==> src/rtl/motion_pkg.sv <==
// Shared types, channel map and saturation helpers for the line-follower steering path.
package motion_pkg;

   localparam int unsigned RES_W  = 12;
   localparam int unsigned ACC_W  = 16;
   localparam int unsigned ERR_W  = 12;
   localparam int unsigned DUTY_W = 11;
   localparam int unsigned CH_W   = 3;
   localparam int unsigned WIDE_W = 17;
   localparam int unsigned DRV_W  = 14;

   typedef enum logic [2:0] {
      IDLE   = 3'd0,
      SETTLE = 3'd1,
      CNV_R  = 3'd2,
      WAIT_R = 3'd3,
      CNV_L  = 3'd4,
      WAIT_L = 3'd5,
      CALC   = 3'd6
   } state_t;

   typedef enum logic [1:0] {
      PAIR_IN  = 2'd0,
      PAIR_MID = 2'd1,
      PAIR_OUT = 2'd2
   } pair_t;

   // A2D channel assignment of each sensor pair
   localparam logic [CH_W-1:0] CH_IN_R  = 3'd1;
   localparam logic [CH_W-1:0] CH_IN_L  = 3'd0;
   localparam logic [CH_W-1:0] CH_MID_R = 3'd4;
   localparam logic [CH_W-1:0] CH_MID_L = 3'd2;
   localparam logic [CH_W-1:0] CH_OUT_R = 3'd3;
   localparam logic [CH_W-1:0] CH_OUT_L = 3'd7;

   // Weight of each pair expressed as a left shift (x1, x2, x4)
   localparam logic [1:0] SH_IN  = 2'd0;
   localparam logic [1:0] SH_MID = 2'd1;
   localparam logic [1:0] SH_OUT = 2'd2;

   localparam logic signed [WIDE_W-1:0] SAT_HI = 17'sd2047;
   localparam logic signed [WIDE_W-1:0] SAT_LO = -17'sd2048;
   localparam logic signed [DRV_W-1:0]  DUTY_HI = 14'sd2047;

   function automatic logic [CH_W-1:0] pair_rchn(input pair_t p);
      case (p)
         PAIR_IN:  return CH_IN_R;
         PAIR_MID: return CH_MID_R;
         default:  return CH_OUT_R;
      endcase
   endfunction

   function automatic logic [CH_W-1:0] pair_lchn(input pair_t p);
      case (p)
         PAIR_IN:  return CH_IN_L;
         PAIR_MID: return CH_MID_L;
         default:  return CH_OUT_L;
      endcase
   endfunction

   function automatic logic [1:0] pair_shift(input pair_t p);
      case (p)
         PAIR_IN:  return SH_IN;
         PAIR_MID: return SH_MID;
         default:  return SH_OUT;
      endcase
   endfunction

   // LED enables packed as {out, mid, in}
   function automatic logic [2:0] pair_led(input pair_t p);
      case (p)
         PAIR_IN:  return 3'b001;
         PAIR_MID: return 3'b010;
         default:  return 3'b100;
      endcase
   endfunction

   function automatic pair_t pair_next(input pair_t p);
      case (p)
         PAIR_IN: return PAIR_MID;
         default: return PAIR_OUT;
      endcase
   endfunction

   // Saturate a wide signed value into 12-bit signed range
   function automatic logic signed [ERR_W-1:0] sat12(input logic signed [WIDE_W-1:0] x);
      if (x > SAT_HI)      return 12'sh7FF;
      else if (x < SAT_LO) return 12'sh800;
      else                 return x[ERR_W-1:0];
   endfunction

   // Clamp a signed drive value into the unsigned 11-bit duty range
   function automatic logic [DUTY_W-1:0] clamp11(input logic signed [DRV_W-1:0] x);
      if (x[DRV_W-1])        return '0;
      else if (x > DUTY_HI)  return 11'h7FF;
      else                   return x[DUTY_W-1:0];
   endfunction

endpackage

==> src/rtl/motion_seq_if.sv <==
// A2D, LED and steering signals shared between the sequencer and its environment.
interface motion_seq_if;
   import motion_pkg::*;

   logic              go;
   logic              strt_cnv;
   logic [CH_W-1:0]   chnnl;
   logic              cnv_cmplt;
   logic [RES_W-1:0]  A2D_res;
   logic              IR_in_en;
   logic              IR_mid_en;
   logic              IR_out_en;
   logic [ERR_W-1:0]  error;
   logic [DUTY_W-1:0] lft;
   logic [DUTY_W-1:0] rht;
   logic              err_vld;

   modport master (
      output go, cnv_cmplt, A2D_res,
      input  strt_cnv, chnnl, IR_in_en, IR_mid_en, IR_out_en, error, lft, rht, err_vld
   );

   modport slave (
      input  go, cnv_cmplt, A2D_res,
      output strt_cnv, chnnl, IR_in_en, IR_mid_en, IR_out_en, error, lft, rht, err_vld
   );

endinterface

==> src/rtl/motion_seq_pi_calc.sv <==
// Decimated integrator and saturating PI steering math; one result per CALC cycle.
module pi_calc
   import motion_pkg::*;
#(
   parameter int unsigned       INT_DEC   = 4,
   parameter logic [DUTY_W-1:0] BASE_DUTY = 11'h3D4
) (
   input  logic                     clk,
   input  logic                     rst_n,
   input  logic                     i_clr,
   input  logic                     i_calc,
   input  logic signed [ACC_W-1:0]  i_accum,
   output logic signed [ERR_W-1:0]  o_error,
   output logic [DUTY_W-1:0]        o_lft,
   output logic [DUTY_W-1:0]        o_rht,
   output logic                     o_vld
);

   localparam int unsigned DEC_W = $clog2(INT_DEC + 1);

   logic [DEC_W-1:0]         r_dec;
   logic signed [ERR_W-1:0]  r_integ;
   logic signed [ERR_W-1:0]  r_error;
   logic [DUTY_W-1:0]        r_lft;
   logic [DUTY_W-1:0]        r_rht;
   logic                     r_vld;

   logic signed [ERR_W-1:0]  w_err;
   logic signed [ERR_W-1:0]  w_err_sh;
   logic signed [ERR_W-1:0]  w_integ_nxt;
   logic signed [ERR_W-1:0]  w_pi;
   logic signed [DRV_W-1:0]  w_lft_raw;
   logic signed [DRV_W-1:0]  w_rht_raw;
   logic                     w_dec_wrap;

   // Error, integrator update (uses the fresh error) and PI sum, all sign-extended before adding
   always_comb begin
      w_err       = sat12({i_accum[ACC_W-1], i_accum});
      w_err_sh    = w_err >>> 4;
      w_dec_wrap  = (r_dec == DEC_W'(INT_DEC - 1));
      w_integ_nxt = r_integ;
      if (w_dec_wrap)
         w_integ_nxt = sat12({{5{r_integ[ERR_W-1]}}, r_integ} + {{5{w_err_sh[ERR_W-1]}}, w_err_sh});
      w_pi      = sat12({{5{w_err[ERR_W-1]}}, w_err} + {{5{w_integ_nxt[ERR_W-1]}}, w_integ_nxt});
      w_lft_raw = {3'b000, BASE_DUTY} + {{2{w_pi[ERR_W-1]}}, w_pi};
      w_rht_raw = {3'b000, BASE_DUTY} - {{2{w_pi[ERR_W-1]}}, w_pi};
   end

   // Result registers; a dropped go wipes the integrator history as well as the outputs
   always_ff @(posedge clk or negedge rst_n) begin
      if (!rst_n) begin
         r_dec   <= '0;
         r_integ <= '0;
         r_error <= '0;
         r_lft   <= '0;
         r_rht   <= '0;
         r_vld   <= 1'b0;
      end else if (i_clr) begin
         r_dec   <= '0;
         r_integ <= '0;
         r_error <= '0;
         r_lft   <= '0;
         r_rht   <= '0;
         r_vld   <= 1'b0;
      end else begin
         r_vld <= i_calc;
         if (i_calc) begin
            r_dec   <= w_dec_wrap ? '0 : r_dec + DEC_W'(1);
            r_integ <= w_integ_nxt;
            r_error <= w_err;
            r_lft   <= clamp11(w_lft_raw);
            r_rht   <= clamp11(w_rht_raw);
         end
      end
   end

   assign o_error = r_error;
   assign o_lft   = r_lft;
   assign o_rht   = r_rht;
   assign o_vld   = r_vld;

endmodule

==> src/rtl/motion_seq.sv <==
// IR line-sensor sweep sequencer: steps the A2D through three LED pairs and feeds the PI steering.
module motion_seq
   import motion_pkg::*;
#(
   parameter int unsigned       SETTLE_CYCLES = 4096,
   parameter int unsigned       INT_DEC       = 4,
   parameter logic [DUTY_W-1:0] BASE_DUTY     = 11'h3D4
) (
   input  logic         clk,
   input  logic         rst_n,
   motion_seq_if.slave  io_seq
);

   localparam int unsigned SET_W = (SETTLE_CYCLES > 1) ? $clog2(SETTLE_CYCLES) : 1;

   state_t                   r_state;
   pair_t                    r_pair;
   logic [SET_W-1:0]         r_set_cnt;
   logic signed [ACC_W-1:0]  r_accum;
   logic                     r_strt_cnv;
   logic [CH_W-1:0]          r_chnnl;
   logic [2:0]               r_led_en;

   logic [ACC_W-1:0]         w_term;
   logic                     w_calc;
   logic                     w_clr;
   logic signed [ERR_W-1:0]  w_error;
   logic [DUTY_W-1:0]        w_lft;
   logic [DUTY_W-1:0]        w_rht;
   logic                     w_vld;

   // Conversion result weighted by the active pair
   always_comb begin
      w_term = {4'b0000, io_seq.A2D_res} << pair_shift(r_pair);
   end

   assign w_calc = (r_state == CALC);
   assign w_clr  = ~io_seq.go;

   // Sweep FSM with settle counter, accumulator and registered A2D/LED controls
   always_ff @(posedge clk or negedge rst_n) begin
      if (!rst_n) begin
         r_state    <= IDLE;
         r_pair     <= PAIR_IN;
         r_set_cnt  <= '0;
         r_accum    <= '0;
         r_strt_cnv <= 1'b0;
         r_chnnl    <= '0;
         r_led_en   <= '0;
      end else if (!io_seq.go) begin
         r_state    <= IDLE;
         r_pair     <= PAIR_IN;
         r_set_cnt  <= '0;
         r_accum    <= '0;
         r_strt_cnv <= 1'b0;
         r_chnnl    <= '0;
         r_led_en   <= '0;
      end else begin
         r_strt_cnv <= 1'b0;
         case (r_state)
            IDLE: begin
               r_state   <= SETTLE;
               r_pair    <= PAIR_IN;
               r_set_cnt <= '0;
               r_accum   <= '0;
               r_led_en  <= pair_led(PAIR_IN);
            end
            SETTLE: begin
               if (r_set_cnt == SET_W'(SETTLE_CYCLES - 1)) begin
                  r_state    <= CNV_R;
                  r_strt_cnv <= 1'b1;
                  r_chnnl    <= pair_rchn(r_pair);
               end else begin
                  r_set_cnt <= r_set_cnt + SET_W'(1);
               end
            end
            CNV_R: r_state <= WAIT_R;
            WAIT_R: begin
               if (io_seq.cnv_cmplt) begin
                  r_accum    <= r_accum + $signed(w_term);
                  r_state    <= CNV_L;
                  r_strt_cnv <= 1'b1;
                  r_chnnl    <= pair_lchn(r_pair);
               end
            end
            CNV_L: r_state <= WAIT_L;
            WAIT_L: begin
               if (io_seq.cnv_cmplt) begin
                  r_accum <= r_accum - $signed(w_term);
                  if (r_pair == PAIR_OUT) begin
                     r_state  <= CALC;
                     r_led_en <= '0;
                  end else begin
                     r_state   <= SETTLE;
                     r_pair    <= pair_next(r_pair);
                     r_set_cnt <= '0;
                     r_led_en  <= pair_led(pair_next(r_pair));
                  end
               end
            end
            CALC: begin
               r_state   <= SETTLE;
               r_pair    <= PAIR_IN;
               r_set_cnt <= '0;
               r_accum   <= '0;
               r_led_en  <= pair_led(PAIR_IN);
            end
            default: begin
               r_state  <= IDLE;
               r_led_en <= '0;
            end
         endcase
      end
   end

   pi_calc #(
      .INT_DEC   (INT_DEC),
      .BASE_DUTY (BASE_DUTY)
   ) u_pi_calc (
      .clk     (clk),
      .rst_n   (rst_n),
      .i_clr   (w_clr),
      .i_calc  (w_calc),
      .i_accum (r_accum),
      .o_error (w_error),
      .o_lft   (w_lft),
      .o_rht   (w_rht),
      .o_vld   (w_vld)
   );

   assign io_seq.strt_cnv  = r_strt_cnv;
   assign io_seq.chnnl     = r_chnnl;
   assign io_seq.IR_in_en  = r_led_en[0];
   assign io_seq.IR_mid_en = r_led_en[1];
   assign io_seq.IR_out_en = r_led_en[2];
   assign io_seq.error     = w_error;
   assign io_seq.lft       = w_lft;
   assign io_seq.rht       = w_rht;
   assign io_seq.err_vld   = w_vld;

endmodule

==> src/flat_wrapper.sv <==
// flat-port wrapper written by rule: the top's interface ports become plain ports
module motion_seq_flat import motion_pkg::*;
#(
   parameter int unsigned       SETTLE_CYCLES = 4096,
   parameter int unsigned       INT_DEC       = 4,
   parameter logic [DUTY_W-1:0] BASE_DUTY     = 11'h3D4
)
  (clk, rst_n, io_seq_go, io_seq_cnv_cmplt, io_seq_A2D_res, io_seq_strt_cnv, io_seq_chnnl, io_seq_IR_in_en, io_seq_IR_mid_en, io_seq_IR_out_en, io_seq_error, io_seq_lft, io_seq_rht, io_seq_err_vld);
  motion_seq_if io_seq_i ();
  input  logic clk;
  input  logic rst_n;
  input wire logic [$bits(io_seq_i.go)-1:0] io_seq_go;
  input wire logic [$bits(io_seq_i.cnv_cmplt)-1:0] io_seq_cnv_cmplt;
  input wire logic [$bits(io_seq_i.A2D_res)-1:0] io_seq_A2D_res;
  output wire logic [$bits(io_seq_i.strt_cnv)-1:0] io_seq_strt_cnv;
  output wire logic [$bits(io_seq_i.chnnl)-1:0] io_seq_chnnl;
  output wire logic [$bits(io_seq_i.IR_in_en)-1:0] io_seq_IR_in_en;
  output wire logic [$bits(io_seq_i.IR_mid_en)-1:0] io_seq_IR_mid_en;
  output wire logic [$bits(io_seq_i.IR_out_en)-1:0] io_seq_IR_out_en;
  output wire logic [$bits(io_seq_i.error)-1:0] io_seq_error;
  output wire logic [$bits(io_seq_i.lft)-1:0] io_seq_lft;
  output wire logic [$bits(io_seq_i.rht)-1:0] io_seq_rht;
  output wire logic [$bits(io_seq_i.err_vld)-1:0] io_seq_err_vld;
  assign io_seq_i.go = io_seq_go;
  assign io_seq_i.cnv_cmplt = io_seq_cnv_cmplt;
  assign io_seq_i.A2D_res = io_seq_A2D_res;
  assign io_seq_strt_cnv = io_seq_i.strt_cnv;
  assign io_seq_chnnl = io_seq_i.chnnl;
  assign io_seq_IR_in_en = io_seq_i.IR_in_en;
  assign io_seq_IR_mid_en = io_seq_i.IR_mid_en;
  assign io_seq_IR_out_en = io_seq_i.IR_out_en;
  assign io_seq_error = io_seq_i.error;
  assign io_seq_lft = io_seq_i.lft;
  assign io_seq_rht = io_seq_i.rht;
  assign io_seq_err_vld = io_seq_i.err_vld;
  motion_seq #(.SETTLE_CYCLES(SETTLE_CYCLES), .INT_DEC(INT_DEC), .BASE_DUTY(BASE_DUTY)) u_core (.clk(clk), .rst_n(rst_n), .io_seq(io_seq_i));
endmodule
==> config.mk <==
export PLATFORM = sky130hd
export DESIGN_NAME = motion_seq_flat
export DESIGN_NICKNAME = d
export VERILOG_FILES = /design/src/rtl/motion_pkg.sv /design/src/rtl/motion_seq_if.sv /design/src/rtl/motion_seq_pi_calc.sv /design/src/rtl/motion_seq.sv /design/src/flat_wrapper.sv
export SDC_FILE = /design/constraint.sdc
export NUM_CORES = 1
export LEC_CHECK = 0
export BUFFER_PORTS_ARGS = -buffer_cell sky130_fd_sc_hd__clkbuf_2
export CORE_ASPECT_RATIO = 0.75
export CORE_MARGIN = 5
export CORE_UTILIZATION = 50
export CTS_BUF_LIST = sky130_fd_sc_hd__clkbuf_8
export CTS_CLUSTER_DIAMETER = 80
export CTS_CLUSTER_SIZE = 25
export DETAILED_ROUTE_END_ITERATION = 8
export PLACE_DENSITY_LB_ADDON = 0.25
export SLEW_MARGIN = 20
export SYNTH_ARGS = -nofsm -noshare
export SYNTH_HDL_FRONTEND = slang
export SYNTH_SLANG_ARGS = --single-unit
export TNS_END_PERCENT = 5
==> constraint.sdc <==
create_clock -name clk -period 19.45 [get_ports clk]
set_clock_uncertainty 0.05 [all_clocks]
set_input_delay 3.89 -clock clk [delete_from_list [all_inputs] [get_ports clk]]
set_output_delay 3.89 -clock clk [all_outputs]
set_load 0.02 [all_outputs]
==> metrics.cfg, run 1 <==
[outcome]
outcome = finished clean

[clock_tree]
worstSkewPairLatency_ns = 0.39
clockBufferDepth = 2
cts_sinks = 90
cts-root-buf = clkbuf_8
cts-resized-gates = 0
path_clk_slew_ns = 0.10
hold_buffers = 0
cts_buffers = 9
h-tree-depth = 3
cts_tree = built
post_cts_buffers = 0

[setup_path]
cp-end-kind = flip-flop
slowest_stage = a221oi_2
cp.buffers_inverters = 1
cp.required_ns = 19.72
max_stage_delay_ns = 0.70
path_delay_family = compound AO/OA/AOI/OAI gates
crit_path_max_fanout = 13
start_kind = flip-flop
criticalPathCategory = reg -> reg
arrival_ns = 8.49
crit_top_cell = o21ai_0

[power]
power_frac_comb_pct = 8.0
netSwitchingFraction_pct = 26.8
power_mw = 0.371
clockPowerShare_pct = 40.8
internal-power_mw = 0.271
power_density_nw_per_um2 = 45.5
static-leakage-power_nw = 3.77
p_seq_share_pct = 51.2
ir_drop_mv = 0.0390
switchingPower_mw = 0.0993

[yosys]
netlist.area_leader.share_pct = 30.0
async_flop_share_pct = 100
ys_ff_latch = 90
synth.most_common_cell = nand2_1
synth.avg_cell_area_um2 = 8.18
yosys-top-cells-count = nand2_1, nor2_1, dfrtp_1
syn_nets = 982
ys.flop_type = dfrtp_1
syn_area_um2 = 7520
yosysSeqAreaShare_pct = 30.0
synthCells = 919
ys.warnings.count = 0
synth-edff-count = 0
yosys-top-cells-area = dfrtp_1, ha_1, nand2_1
synth.distinct_cells = 88
synth_area_leader_cell = dfrtp_1

[timing]
finalHoldViolCount = 0
max_freq_ghz = 0.122
rsz0062_at_grt = false
finalSetupViolCount = 0
setup_tns_ns = 0
max-slew-margin-rel_pct = 30.9
fin_crit_ns = 8.22
tightest_slew_ns = 1.04
fin_ws_ns = 11.23
maxSlewViolCount = 0
min_period_over_period_pct = 42.3

[cells_and_area]
areaGrowthSynthToFinish_pct = 8.44
antenna_cells = 0
num-nets-final = 1014
drive_above_1_share_pct = 13.1

[place]
place_hpwl_mm = 15.1
io_buffers = 57
place_ws_ns = 11.35
gp_congestion = 0.954

[floorplanning]
die_width_um = 152
dieArea_um2 = 17600
start_util_pct = 51.5
dieHeight_um = 116
pin_count = 58
rows = 38
coreArea_um2 = 14600

[grt]
grtUsageTotal_pct = 23.5
grt_overflow = 0
antenna_found_initial = 0
grt_pass1_vias = 6323
grt_max_degree = 57
grt_pass1_wl_mm = 33.1

[drt]
wl_per_cell_um = 17.3
avgViaCountPerCell = 6.07
postRouteWirelength_mm = 20.0
drc = 0
via_count = 7012
ant_nets = 0
firstDrtPassIters = 5
dr.first_iter.drc_count = 629

[hold_path]
hold_class = reg -> reg

[flow_run]
cap_viol_max_count = 0

[kinds of logic (layout without fill, tap and decap cells)]
family	after synthesis	after routing	share of synthesized area, %
buf+inv	72	109	3.78
fa+ha+maj	55	55	9.19
mux	34	34	4.69
simple gates	328	328	20.7
xor+xnor	43	43	5.01
compound gates	297	297	26.6
flops	90	90	30.0
[cell usage in the layout (no fill, tap or decap), types with 8 or more instances in the layout]
master	n
mux2i_1	24
or3_1	8
o211ai_1	13
and2_1	8
and3_1	17
a22oi_1	10
dfrtp_1	90
maj3_1	8
o21a_1	18
a21oi_1	82
a211oi_1	9
nor2_1	93
mux2_2	9
nor2b_1	8
nand2_1	111
nand3_1	16
xnor2_1	22
xor2_1	21
nand2b_1	16
or2_2	9
o21ai_0	64
o31ai_1	8
clkbuf_8	9
inv_1	31
clkbuf_2	56
ha_1	44
nor3_1	15
a31oi_1	12
[worst register-to-register path: cells and delay by family, from the launching register on]
kind                     cells  cell delay (ns)
buffers and inverters        1             0.15
AND/OR/NAND/NOR              8             1.94
XOR/XNOR                     1             0.25
AO/OA/AOI/OAI               15             4.03
flip-flops                   1             0.54
adder cells (fa/ha/maj)      4             1.21
[area by class of cell]
cell class,count,area (µm²)
clock buffer,9,124
clock inverter,7,100
fill,1387,6450
inverter,31,116
multi-input combinational,757,4980
sequential,90,2250
tap,200,250
timing repair buffer,62,325
[stage by stage]
step | utilization (%) | hold WS, ns | std cells | instance area, µm²
floorplan | - | 0.407 | 919 | 7520
global placement | 54.3 | 0.417 | 1140 | 7930
detailed placement | 54.3 | 0.415 | 1140 | 7930
CTS | 55.8 | 0.440 | 1156 | 8150
global route | 55.8 | 0.455 | 1156 | 8150
finish | 55.8 | 0.437 | 1156 | 8150
[registers in the layout, summed over array words and instances (netlist names)]
name and count:
u_core.io_seq.chnnl 3, u_core.r_accum 16, u_core.u_pi_calc.r_integ 12, u_core.io_seq.strt_cnv 1, u_core.r_state 3, u_core.u_pi_calc.o_lft 11, u_core.u_pi_calc.r_dec 3, u_core.u_pi_calc.o_rht 11
u_core.r_pair 2, u_core.r_led_en 3, u_core.r_set_cnt 12, u_core.u_pi_calc.o_error 12, u_core.u_pi_calc.o_vld 1
[final timing paths]
| kind | from | to | cells after the start | slack [ns] |
|---|---|---|---|---|
| max | u_core.r_accum[15] | u_core.u_pi_calc.o_rht[9] | 29 | 11.23 |
| min | u_core.r_led_en[1] | u_core.r_led_en[1] | 2 | 0.44 |
| max reg2reg | u_core.r_accum[15] | u_core.u_pi_calc.o_rht[9] | 29 | 11.23 |
| min in group asynchronous | rst_n | u_core.u_pi_calc.o_lft[9] | 1 | 3.38 |
| min reg2reg | u_core.r_led_en[1] | u_core.r_led_en[1] | 2 | 0.44 |
| max in group asynchronous | rst_n | u_core.u_pi_calc.o_error[3] | 2 | 14.83 |
[power by group through the flow]
stage	sequential [mW]	clock (mW)	combinational, mW
floorplan	0.193	0	0.0184
global placement	0.193	0	0.0293
detailed placement	0.193	0	0.0298
CTS	0.190	0.155	0.0299
global route	0.190	0.164	0.0341
finish	0.190	0.151	0.0297
[layer usage]
layer  GRT usage [%]  share of wire, %  vias up
met5               0                 0        -
met4            4.79               1.0        0
met3            4.97               7.2       19
met2            33.4                40      230
met1            36.6                52     3351
li1                -                 -     3412
(Power assumes the default switching activity.)
==> inputs of run 2 (changes only) <==
Clock period 19.45 ns to 6.7 ns, I/O delays scaled along.
==> run 2 against run 1 <==
Against the previous run:
- largest cell class unchanged
- utilization is 6.4 points higher
- combinational power grew to 2.9 times the previous value
- critical path type unchanged
- power grew to 2.7 times the previous value
- final cell count is 6.1% higher
==> metrics.cfg, run 2 (synthesis gave the netlist of run 1 again) <==
[drt]
wl_per_cell_um = 17.5
dr.first_iter.drc_count = 638
drc = 0
ant_nets = 0
avgViaCountPerCell = 5.98
via_count = 7338
postRouteWirelength_mm = 21.4
firstDrtPassIters = 5

[power]
power_density_nw_per_um2 = 111
power_mw = 1.01
static-leakage-power_nw = 4.14
ir_drop_mv = 0.119

[cells_and_area]
final_common_cell = nand2_1
postLayoutCellArea_um2 = 9080
antenna_cells = 0
areaGrowthSynthToFinish_pct = 20.8
fin_cells = 1227
regMostFlops = u_core.r_accum
drive_above_1_share_pct = 25.3
largest_reg_flops = 16
final_cell_mix = nand2_1, nor2_1, dfrtp_1, a21oi_1, buf_4
num-nets-final = 1086

[timing]
min_period_over_period_pct = 97.3
maxSlewViolCount = 0
fin_crit_ns = 6.52
finalHoldViolCount = 0
tightest_slew_ns = 1.09
timing.hold.ws_ns = 0.439
max-slew-margin-rel_pct = 27.5
finalSetupViolCount = 0
setup_tns_ns = 0
max_freq_ghz = 0.153

[setup_path]
cp-end-kind = flip-flop
slowest_stage = or4_4
criticalPathCategory = reg -> reg
rr_worst_depth = 32
start_kind = flip-flop
crit_path_max_fanout = 7
arrival_ns = 6.80
cp.required_ns = 6.98
max_stage_delay_ns = 0.55
crit_top_cell = a21oi_2

[floorplanning]
coreArea_um2 = 14600
start_util_pct = 51.5
rows = 38
pin_count = 58
dieArea_um2 = 17600
dieHeight_um = 116
die_width_um = 152

[place]
io_buffers = 57
place_hpwl_mm = 15.6
gp_congestion = 0.931
place_area_um2 = 8300
dp_cells = 1190

[clock_tree]
cts_sinks = 90
cts-root-buf = clkbuf_8
cts_tree = built
cts_buffers = 9
worstSkewPairLatency_ns = 0.39
clockBufferDepth = 2
path_clk_slew_ns = 0.11
h-tree-depth = 3

[hold_path]
hold_class = reg -> reg
hold_depth = 2

[outcome]
outcome = finished clean

[grt]
grt_pass1_vias = 6606
grt_overflow = 0
antenna_found_initial = 0
grt_max_degree = 53
grtUsageTotal_pct = 24.4
grt_pass1_wl_mm = 34.3

[flow_run]
cap_viol_max_count = 0

run 2: changes by cell type in the layout (fill, tap and decap cells not counted), moves of 6 or more:
cell	before	now
buf_4	6	72
a21oi_2	2	10
ha_1	44	31
o21ai_2	1	7
o21ai_0	64	54
ha_2	0	6
a21oi_1	82	73
ha_4	0	7
run 2: cell type report:
type	count	area, µm²
inverters	31	116
repair buffers	133	877
clock buffers	9	124
clock inverters	6	57.6
fillers	1242	5520
multi-input cells	758	5400
flip-flops and latches	90	2250
well taps	200	250
run 2: layer usage:
metal  vias to the layer above  share of wire [%]  wire length [µm]  GRT usage (%)
met2                       244                 41              8890           34.5
met4                         0               0.90               192           4.31
met1                      3505                 51             10900           38.8
met5                         -                  0                 0              0
li1                       3570                  -                 -              -
met3                        19                6.7              1440           4.73
run 2: final timing paths:
path	start	to	slack (ns)
setup / recovery	u_core.r_accum[12]	u_core.u_pi_calc.o_rht[8]	0.18
hold / removal	u_core.r_led_en[1]	u_core.r_led_en[1]	0.44
setup reg to reg	u_core.r_accum[12]	u_core.u_pi_calc.o_rht[8]	0.18
hold reg to reg	u_core.r_led_en[1]	u_core.r_led_en[1]	0.44
max in group asynchronous	rst_n	u_core.r_accum[12]	4.63
min in group asynchronous	rst_n	u_core.u_pi_calc.o_lft[4]	0.86
run 2: power by group:
part           internal [mW]  switching, mW  leakage, nW  total [mW]
combinational         0.0282         0.0583         2.79      0.0865
sequential             0.545        0.00543         1.25       0.551
clock                  0.143          0.231       0.0945       0.374
total                  0.716          0.295         4.14        1.01
run 2: worst max-delay path: cells and delay by family, from the launching register on:
kind            cells  cell delay [ns]
fa+ha+maj           5             1.19
simple gates        9             1.47
mux                 1             0.30
buf+inv             4             0.57
flops               1             0.45
compound gates     13             2.44
run 2: through the flow:
stage          utilization (%)  setup WS (ns)
2_1_floorplan                -          0.247
3_3_place_gp              56.9        -0.0736
3_5_place_dp              56.9         -0.115
4_1_cts                   58.4       0.000397
5_1_grt                   62.2         -0.200
6_report                  62.2          0.179
run 2: timing repair:
action / in CTS / in global routing
resized for setup: 9 / 91
setup endpoints to repair: 20 / 22
setup buffers: 0 / 20
hold buffers: 0 / 0
pin swaps: 1 / 38
cloned: 1 / 1
==> inputs of run 3 (changes only) <==
Settings changed: CTS_BUF_LIST sky130_fd_sc_hd__clkbuf_8 to sky130_fd_sc_hd__clkbuf_4.
==> run 3 against run 2 <==
Against the previous run:
- critical path depth fell by 1
- first-iteration DRC count fell by 4.9%
- highest routed layer unchanged
- largest power group unchanged
- clock power fell by 18%
- fmax rose by 0.69%
- critical path type unchanged
==> metrics.cfg, run 3 (synthesis gave the netlist of run 1 again) <==
[grt]
grt_max_degree = 53
grtUsageTotal_pct = 24.3
grt_pass1_vias = 6575
grt_pass1_wl_mm = 34.2
antenna_found_initial = 0
grt_overflow = 0

[place]
place_area_um2 = 8300
place_ws_ns = -0.115
io_buffers = 57
place_hpwl_mm = 15.6
gp_congestion = 0.931
dp_cells = 1190

[flow_run]
cap_viol_max_count = 0

[floorplanning]
rows = 38
die_width_um = 152
dieHeight_um = 116
coreArea_um2 = 14600
pin_count = 58
dieArea_um2 = 17600
start_util_pct = 51.5

[drt]
firstDrtPassIters = 5
via_count = 7304
avgViaCountPerCell = 5.98
drc = 0
ant_nets = 0
wl_per_cell_um = 17.4
postRouteWirelength_mm = 21.3
dr.first_iter.drc_count = 607

[power]
power_mw = 0.943
ir_drop_mv = 0.109
power_density_nw_per_um2 = 105
static-leakage-power_nw = 4.07

[timing]
setup_tns_ns = 0
fin_crit_ns = 6.48
min_period_over_period_pct = 96.7
max_freq_ghz = 0.154
finalSetupViolCount = 0
fin_ws_ns = 0.224
max-slew-margin-rel_pct = 26.3
tightest_slew_ns = 1.10
timing.hold.ws_ns = 0.450
maxSlewViolCount = 0
finalHoldViolCount = 0

[clock_tree]
cts_buffers = 9
clockBufferDepth = 2
cts_sinks = 90
worstSkewPairLatency_ns = 0.50
h-tree-depth = 3
cts_tree = built
cts-root-buf = clkbuf_4
hold_buffers = 0
path_clk_slew_ns = 0.17

[setup_path]
cp-end-kind = flip-flop
crit_top_cell = a21oi_2
r2r_setup_slack_ns = 0.22
cp.required_ns = 7.10
crit_path_max_fanout = 7
cp.buffers_inverters = 4
startpoint = u_core.r_accum[12]
arrival_ns = 6.88
cp.depth = 31
max_stage_delay_ns = 0.57
slowest_stage = or4_1
start_kind = flip-flop
worstReg2RegEnd = u_core.u_pi_calc.o_rht[8]
reg2reg_from = u_core.r_accum[12]
criticalPathCategory = reg -> reg
path_delay_family = compound AO/OA/AOI/OAI gates
rr_worst_depth = 31
setup.worst_path.end = u_core.u_pi_calc.o_rht[8]

[cells_and_area]
final_cell_mix = nand2_1, nor2_1, dfrtp_1, a21oi_1, buf_4
num-nets-final = 1080
drive_above_1_share_pct = 24.7
postLayoutCellArea_um2 = 8960
fin_cells = 1221
utilization_pct = 61.4
largest_reg_flops = 16
regMostFlops = u_core.r_accum
antenna_cells = 0
areaGrowthSynthToFinish_pct = 19.2
final_common_cell = nand2_1

[outcome]
outcome = finished clean

[hold_path]
hold_class = reg -> reg

## run 3: repair_timing
item,4_1_cts,5_1_grt
gates cloned,1,1
setup buffers,0,14
endpoints found under the setup margin,20,22
pin swaps,1,28
resized for setup,10,81
## run 3: area by class of cell
| class | count | area (µm²) |
|---|---|---|
| clock buffers | 9 | 67.6 |
| clock inverters | 6 | 57.6 |
| fillers | 1269 | 5640 |
| inverters | 31 | 116 |
| multi-input cells | 758 | 5390 |
| flip-flops and latches | 90 | 2250 |
| well taps | 200 | 250 |
| repair buffers | 127 | 825 |
## run 3: worst min path at each step
| stage | startpoint | to | slack, ns | depth (start not counted) |
|---|---|---|---|---|
| after global routing | u_core.u_pi_calc.o_lft[10] | u_core.u_pi_calc.o_lft[10] | 0.48 | 1 |
| after floorplan | u_core.r_set_cnt[3] | u_core.r_set_cnt[3] | 0.41 | 1 |
| after detailed placement | u_core.r_led_en[1] | u_core.r_led_en[1] | 0.42 | 2 |
| after global placement | u_core.r_led_en[1] | u_core.r_led_en[1] | 0.41 | 2 |
| after CTS | u_core.r_set_cnt[3] | u_core.r_set_cnt[3] | 0.46 | 1 |
| final | u_core.r_led_en[1] | u_core.r_led_en[1] | 0.45 | 2 |
## run 3: power by group
| part | internal [mW] | switching (mW) | leakage, nW |
|---|---|---|---|
| clock | 0.0843 | 0.221 | 0.0712 |
| sequential | 0.546 | 0.00529 | 1.25 |
| combinational | 0.0282 | 0.0581 | 2.75 |
## run 3: worst reg2reg max path: cells and delay by family (launching register included)
kind / cells / cell delay [ns]
multiplexers: 1 / 0.30
adder cells (fa/ha/maj): 4 / 1.02
buffers and inverters: 4 / 0.68
AO/OA/AOI/OAI: 13 / 2.41
AND/OR/NAND/NOR: 9 / 1.54
flip-flops: 1 / 0.47
## run 3: routing by layer
metal  vias to the layer above  track usage [%]  share of wire (%)
met1                      3494             38.9                 51
met4                         0             3.65               0.63
met5                         -                0                  0
li1                       3562                -                  -
met2                       237             34.4                 42
met3                        11             4.50                6.7
